===== src/rtl/mips_processor_core.sv =====
// Multicycle 32-bit MIPS core: controller FSM, ALU decode and a datapath
// sharing one memory port for instruction fetch and data access.
module mips_core_datapath #(
  parameter int WIDTH   = 32,
  parameter int REGBITS = 5
) (
  input  logic             clk,
  input  logic             reset,
  input  logic [WIDTH-1:0] memdata,
  input  logic             ir_write,
  input  logic             pc_write,
  input  logic             pc_write_cond,
  input  logic             jump,
  input  logic             iord,
  input  logic             mdr_write,
  input  logic             alu_src_a,
  input  logic [1:0]       alu_src_b,
  input  logic             alu_funct,
  input  logic             reg_dst,
  input  logic             mem_to_reg,
  input  logic             regwrite,
  output logic [5:0]       op,
  output logic [WIDTH-1:0] addr,
  output logic [WIDTH-1:0] writedata
);

  logic [WIDTH-1:0]   pcOut, instruct, Ain, Bin;
  logic [WIDTH-1:0]   pc_d, ir_d, a_d, b_d, aluout_q, aluout_d, mdr_q, mdr_d;
  logic [WIDTH-1:0]   wrData, imm_ext, src_a, src_b, alu_result;
  logic [REGBITS-1:0] wrAddr, rs, rt, rd;
  logic [WIDTH-1:0]   rf [2**REGBITS];

  assign op        = instruct[31:26];
  assign rs        = instruct[21 +: REGBITS];
  assign rt        = instruct[16 +: REGBITS];
  assign rd        = instruct[11 +: REGBITS];
  assign imm_ext   = {{(WIDTH-16){instruct[15]}}, instruct[15:0]};
  assign wrAddr    = reg_dst ? rd : rt;
  assign wrData    = mem_to_reg ? mdr_q : aluout_q;
  assign addr      = iord ? aluout_q : pcOut;
  assign writedata = Bin;

  always_comb begin
    src_a = alu_src_a ? Ain : pcOut;
    case (alu_src_b)
      2'd0:    src_b = Bin;
      2'd1:    src_b = WIDTH'(4);
      2'd2:    src_b = imm_ext;
      default: src_b = imm_ext << 2;
    endcase
    alu_result = '0;
    if (!alu_funct) begin
      alu_result = src_a + src_b;
    end else begin
      case (instruct[5:0])
        6'h20:   alu_result = src_a + src_b;
        6'h22:   alu_result = src_a - src_b;
        6'h24:   alu_result = src_a & src_b;
        6'h25:   alu_result = src_a | src_b;
        6'h2A:   alu_result = ($signed(src_a) < $signed(src_b)) ? WIDTH'(1) : '0;
        default: alu_result = '0;
      endcase
    end
  end

  // PC priority: sequential fetch increment, taken branch, then jump.
  always_comb begin
    pc_d = pcOut;
    if (pc_write) begin
      pc_d = alu_result;
    end else if (pc_write_cond && (Ain == Bin)) begin
      pc_d = aluout_q;
    end else if (jump) begin
      pc_d = {pcOut[WIDTH-1:28], instruct[25:0], 2'b00};
    end
    ir_d     = ir_write ? memdata : instruct;
    mdr_d    = mdr_write ? memdata : mdr_q;
    aluout_d = alu_result;
    a_d      = (rs == '0) ? '0 : rf[rs];
    b_d      = (rt == '0) ? '0 : rf[rt];
  end

  always_ff @(posedge clk or posedge reset) begin
    if (reset) begin
      pcOut    <= '0;
      instruct <= '0;
      Ain      <= '0;
      Bin      <= '0;
      aluout_q <= '0;
      mdr_q    <= '0;
    end else begin
      pcOut    <= pc_d;
      instruct <= ir_d;
      Ain      <= a_d;
      Bin      <= b_d;
      aluout_q <= aluout_d;
      mdr_q    <= mdr_d;
    end
  end

  always_ff @(posedge clk) begin
    if (regwrite && (wrAddr != '0)) begin
      rf[wrAddr] <= wrData;
    end
  end

endmodule

module mips_processor_core #(
  parameter int WIDTH   = 32,
  parameter int REGBITS = 5
) (
  input  logic             clk,
  input  logic             reset,
  input  logic [WIDTH-1:0] memdata,
  output logic [WIDTH-1:0] addr,
  output logic             memread,
  output logic             memwrite,
  output logic [WIDTH-1:0] writedata
);

  typedef enum logic [3:0] {
    FETCH, DECODE, MEMADR, MEMRD, MEMWB, MEMWR,
    RTYPEEX, RTYPEWB, BEQEX, ADDIEX, ADDIWB, JEX
  } state_t;

  state_t     state_q, state_d;
  logic [5:0] op;
  logic       ir_write, pc_write, pc_write_cond, jump, iord, mdr_write;
  logic       alu_src_a, alu_funct, reg_dst, mem_to_reg, regwrite;
  logic [1:0] alu_src_b;

  always_ff @(posedge clk or posedge reset) begin
    if (reset) state_q <= FETCH;
    else       state_q <= state_d;
  end

  always_comb begin
    state_d = FETCH;
    case (state_q)
      FETCH:   state_d = DECODE;
      DECODE: begin
        case (op)
          6'h23, 6'h2B: state_d = MEMADR;
          6'h00:        state_d = RTYPEEX;
          6'h04:        state_d = BEQEX;
          6'h08:        state_d = ADDIEX;
          6'h02:        state_d = JEX;
          default:      state_d = FETCH;
        endcase
      end
      MEMADR:  state_d = (op == 6'h23) ? MEMRD : MEMWR;
      MEMRD:   state_d = MEMWB;
      RTYPEEX: state_d = RTYPEWB;
      ADDIEX:  state_d = ADDIWB;
      default: state_d = FETCH;
    endcase
  end

  // Default ALU setup is PC+4 so FETCH needs only the write enables.
  always_comb begin
    memread       = 1'b0;
    memwrite      = 1'b0;
    regwrite      = 1'b0;
    ir_write      = 1'b0;
    pc_write      = 1'b0;
    pc_write_cond = 1'b0;
    jump          = 1'b0;
    iord          = 1'b0;
    mdr_write     = 1'b0;
    alu_src_a     = 1'b0;
    alu_src_b     = 2'd1;
    alu_funct     = 1'b0;
    reg_dst       = 1'b0;
    mem_to_reg    = 1'b0;
    case (state_q)
      FETCH: begin
        memread  = 1'b1;
        ir_write = 1'b1;
        pc_write = 1'b1;
      end
      DECODE:  alu_src_b = 2'd3;
      MEMADR, ADDIEX: begin
        alu_src_a = 1'b1;
        alu_src_b = 2'd2;
      end
      MEMRD: begin
        memread   = 1'b1;
        iord      = 1'b1;
        mdr_write = 1'b1;
      end
      MEMWB: begin
        regwrite   = 1'b1;
        mem_to_reg = 1'b1;
      end
      MEMWR: begin
        memwrite = 1'b1;
        iord     = 1'b1;
      end
      RTYPEEX: begin
        alu_src_a = 1'b1;
        alu_src_b = 2'd0;
        alu_funct = 1'b1;
      end
      RTYPEWB: begin
        regwrite = 1'b1;
        reg_dst  = 1'b1;
      end
      BEQEX:   pc_write_cond = 1'b1;
      ADDIWB:  regwrite = 1'b1;
      JEX:     jump = 1'b1;
      default: ;
    endcase
  end

  mips_core_datapath #(.WIDTH(WIDTH), .REGBITS(REGBITS)) datapath (
    .clk           (clk),
    .reset         (reset),
    .memdata       (memdata),
    .ir_write      (ir_write),
    .pc_write      (pc_write),
    .pc_write_cond (pc_write_cond),
    .jump          (jump),
    .iord          (iord),
    .mdr_write     (mdr_write),
    .alu_src_a     (alu_src_a),
    .alu_src_b     (alu_src_b),
    .alu_funct     (alu_funct),
    .reg_dst       (reg_dst),
    .mem_to_reg    (mem_to_reg),
    .regwrite      (regwrite),
    .op            (op),
    .addr          (addr),
    .writedata     (writedata)
  );

endmodule


===== config.mk =====
export PLATFORM = sky130hd
export DESIGN_NAME = mips_processor_core
export DESIGN_NICKNAME = d
export VERILOG_FILES = /design/src/rtl/mips_processor_core.sv
export SDC_FILE = /design/constraint.sdc
export NUM_CORES = 2
export LEC_CHECK = 0
export CORE_MARGIN = 5
export CORE_UTILIZATION = 39
export CTS_BUF_LIST = sky130_fd_sc_hd__clkbuf_4 sky130_fd_sc_hd__clkbuf_8
export DETAILED_ROUTE_END_ITERATION = 10
export GPL_ROUTABILITY_DRIVEN = 1
export PLACE_DENSITY = 0.53
export SYNTH_ARGS = -nofsm -noshare
export SYNTH_HDL_FRONTEND = slang
export SYNTH_HIERARCHICAL = 1
export SYNTH_SLANG_ARGS = --single-unit

===== constraint.sdc =====
create_clock -name clk -period 6.7 [get_ports clk]
set_input_delay 1.34 -clock clk [delete_from_list [all_inputs] [get_ports clk]]
set_output_delay 1.34 -clock clk [all_outputs]
set_load 0.005 [all_outputs]

==> impl_results.md <==
* Count of final setup violators at 0
* Mean Syn Cell Area at 17.4 µm²
* Post-route cell area at 69000 µm²
* Total wire length at 196000 µm
* Startpoint Class: flop
* Largest net degree at the start of global routing at 118
* Final non-filler cell total at 5899
* Critical path class: flop to flop
* Outcome: complete, no violations
* Starting Density at 39.2%
* Slew HR at 15.2%
* Post-route setup TNS at 0 ns
* Post-synthesis sequential element count at 1220
* First-pass GRT wire length at 277000 µm
* CTS resizes at 0
* Hpwl dp at 118000 µm
* Area leader, netlist: edfxtp_1
* I/O Buffers at 99
* Clock sinks at 1220
* CP Max Fanout at 18
* Dpl cells at 5526
* Hold Vio Cnt, Final at 0
* Pre-CTS WS at 1.25 ns
* Max cap viols at 0
* Dpl cell area at 64800 µm²
* Worst vdd ir at 0.441 mV
* EDFF count, synth at 1024
* Synth Warn # at 6
* # fillers at 13.6k
* Leakage at 23.3 nW
* Asr flop ratio synth at 16.1%
* Global route overflow at 0
* Post-layout power at 37.0 mW
* Worst slew pin tran at 1.27 ns
* Worst EP arrival at 6.41 ns
* Die Wd at 406 µm
* Clk_lat worst skew at 0.96 ns
* # Post-CTS Setup Buffers at 0
* Most common cell in the netlist: edfxtp_1
* Yosys cell types at 90
* PnR worst setup slack at 1.12 ns
* Core region area at 156000 µm²
* Max H-tree Level at 4
* Share of layout cells above drive strength 1 at 34.3%
* Area contributors post-synth: edfxtp_1, mux4_2, dfrtp_1
* TritonCTS clock tree: done
* Post-synth top flop: edfxtp_1
* Most instantiated cells after synthesis: edfxtp_1, mux4_2, nor2_1, dfrtp_1, clkbuf_1
* Pwr Density at 536 nW/µm²
* Global Route Usage Sum at 23.8%
* Post-Synthesis Cell Area at 61100 µm²
* Initial antenna violation count at 5
* Mapped Cells at 3517
* Rows at 145
* DR WL/cell at 33.3 µm
* Drt first pass iters at 5
* RSZ-0062 raised after global routing: false
* DR vias at 35.9k
* Clock slew at reported path FFs at 0.06 ns
* Sequential-to-total area share from yosys stat at 58.4%
* Post-DR vias/cell at 6.09
* Clock root cell: clkbuf_8
* DRC Markers at 0
* Nets at 3805
* Die ar. at 165000 µm²
* Multi-input gate area at 24400 µm²
* Storage cell area at 35700 µm²
* Area growth syn-to-layout at 12.9%
* Share of the synthesized area in the top cell type at 50.3%
* # IOs at 100
* Worst EP required at 7.53 ns
* Routed Antenna Nets at 0
* Vias in the first global route at 36.7k
* Max-slew violation count at 0
* Tmin final at 5.58 ns
* Num CTS Buffers at 203
* Min-delay worst type: flop to flop
* Clock Tree Buf Depth at 3
* Max Fclk at 0.179 GHz
* Worst Setup End Kind: flop
* DRT iter0 DRCs at 3918
* CTS Hold Bufs at 0
* Die height at 406 µm
* RePlAce Congestion at 0.939
* Tcrit/Tclk final at 83.3%
* Worst Skew at 0.0794 ns
## metrics by stage
stage / util, % / hold WS [ns]
after detailed placement: 41.5 / 0.481
after CTS: 44.2 / 0.494
after floorplan: - / 0.450
final: 44.2 / 0.484
after global placement: 41.5 / 0.470
after global routing: 44.2 / 0.510
## cells by family after synthesis
group	share of synthesized area, %
buffers and inverters	2.39
adder cells (fa/ha/maj)	2.03
other	0.00614
multiplexers	28.5
AND/OR/NAND/NOR	3.43
XOR/XNOR	0.831
AO/OA/AOI/OAI	4.50
flip-flops	58.4
## placed cells by master (no fill, tap or decap), types with 12 or more instances in the layout
cell type	instances
nand4_1	12
clkinv_1	37
mux2_2	169
mux4_2	640
clkbuf_4	73
ha_1	96
conb_1	32
clkinv_2	29
buf_4	70
o211ai_1	12
o22ai_1	21
o21bai_1	16
a211oi_1	34
a21o_1	43
clkbuf_8	213
nor2_4	32
nor3_1	35
nand3_1	15
xnor2_1	48
edfxtp_1	1024
a22o_1	18
nor2_1	167
a21oi_1	93
mux2i_1	106
inv_1	103
o21ai_0	69
dfrtp_1	185
nand2_1	101
o31ai_1	13
clkdlybuf4s50_1	99
nand2b_1	14
## worst paths after layout
kind / from / to / slack (ns) / depth (start not counted)
setup / recovery: state_q[2]$_DFF_PP0_ / datapath/pcOut[0]$_DFFE_PP0P_ / 1.12 / 17
hold / removal: datapath/pcOut[3]$_DFFE_PP0P_ / datapath/pcOut[3]$_DFFE_PP0P_ / 0.48 / 2
setup reg to reg: state_q[2]$_DFF_PP0_ / datapath/pcOut[0]$_DFFE_PP0P_ / 1.12 / 17
hold reg to reg: datapath/pcOut[3]$_DFFE_PP0P_ / datapath/pcOut[3]$_DFFE_PP0P_ / 0.48 / 2
max in group asynchronous: reset / datapath/writedata[11]$_DFF_PP0_ / 4.31 / 3
min in group asynchronous: reset / state_q[2]$_DFF_PP0_ / 0.97 / 2
## routing by layer
metal,part of all wire (%),routed length (µm),track usage (%),vias up
met2,48,95000,38.5,1418
met3,6.8,13400,4.19,263
met4,2.4,4650,6.50,2
li1,-,-,-,14700
met1,42,83200,33.3,19500
met5,0.0076,15,0,-
## worst max-delay path, cell delays in order (launching register included)
cell and delay (ns):
dfrtp_1 0.57, nor3b_4 0.30, nand2_2 0.12, and2_1 0.36
nor2_2 0.57, buf_4 0.37, a22o_1 0.21, ha_1 0.31
inv_1 0.17, nand3_1 0.17, nor3_1 0.42, a2bb2oi_1 0.22
a32oi_2 0.37, a21oi_2 0.18, or4_1 0.52, a22oi_1 0.27
o21ai_1 0.11, a21o_1 0.19
## layout make-up
type,count,share of cell area [%]
clock buffer,286,5.04
tap,2058,3.73
antenna,1,0.00363
inverter,106,0.588
timing repair buffer,179,2.49
sequential,1220,51.7
multi-input combinational,1963,35.4
clock inverter,86,1.02
## report_power, final
part           switching [mW]  internal, mW
Sequential               1.32          10.1
Clock                    3.14          3.71
Combinational            10.7          8.05
Total                    15.1          21.9
## flip-flops by register name (all words and copies together) (netlist names)
register,count
datapath/rf,1024
datapath/aluout_q,32
state_q,4
datapath/Ain,32
datapath/instruct,32
datapath/mdr_q,32
datapath/writedata,32
datapath/pcOut,32
Power figures use the tool's default switching activity.
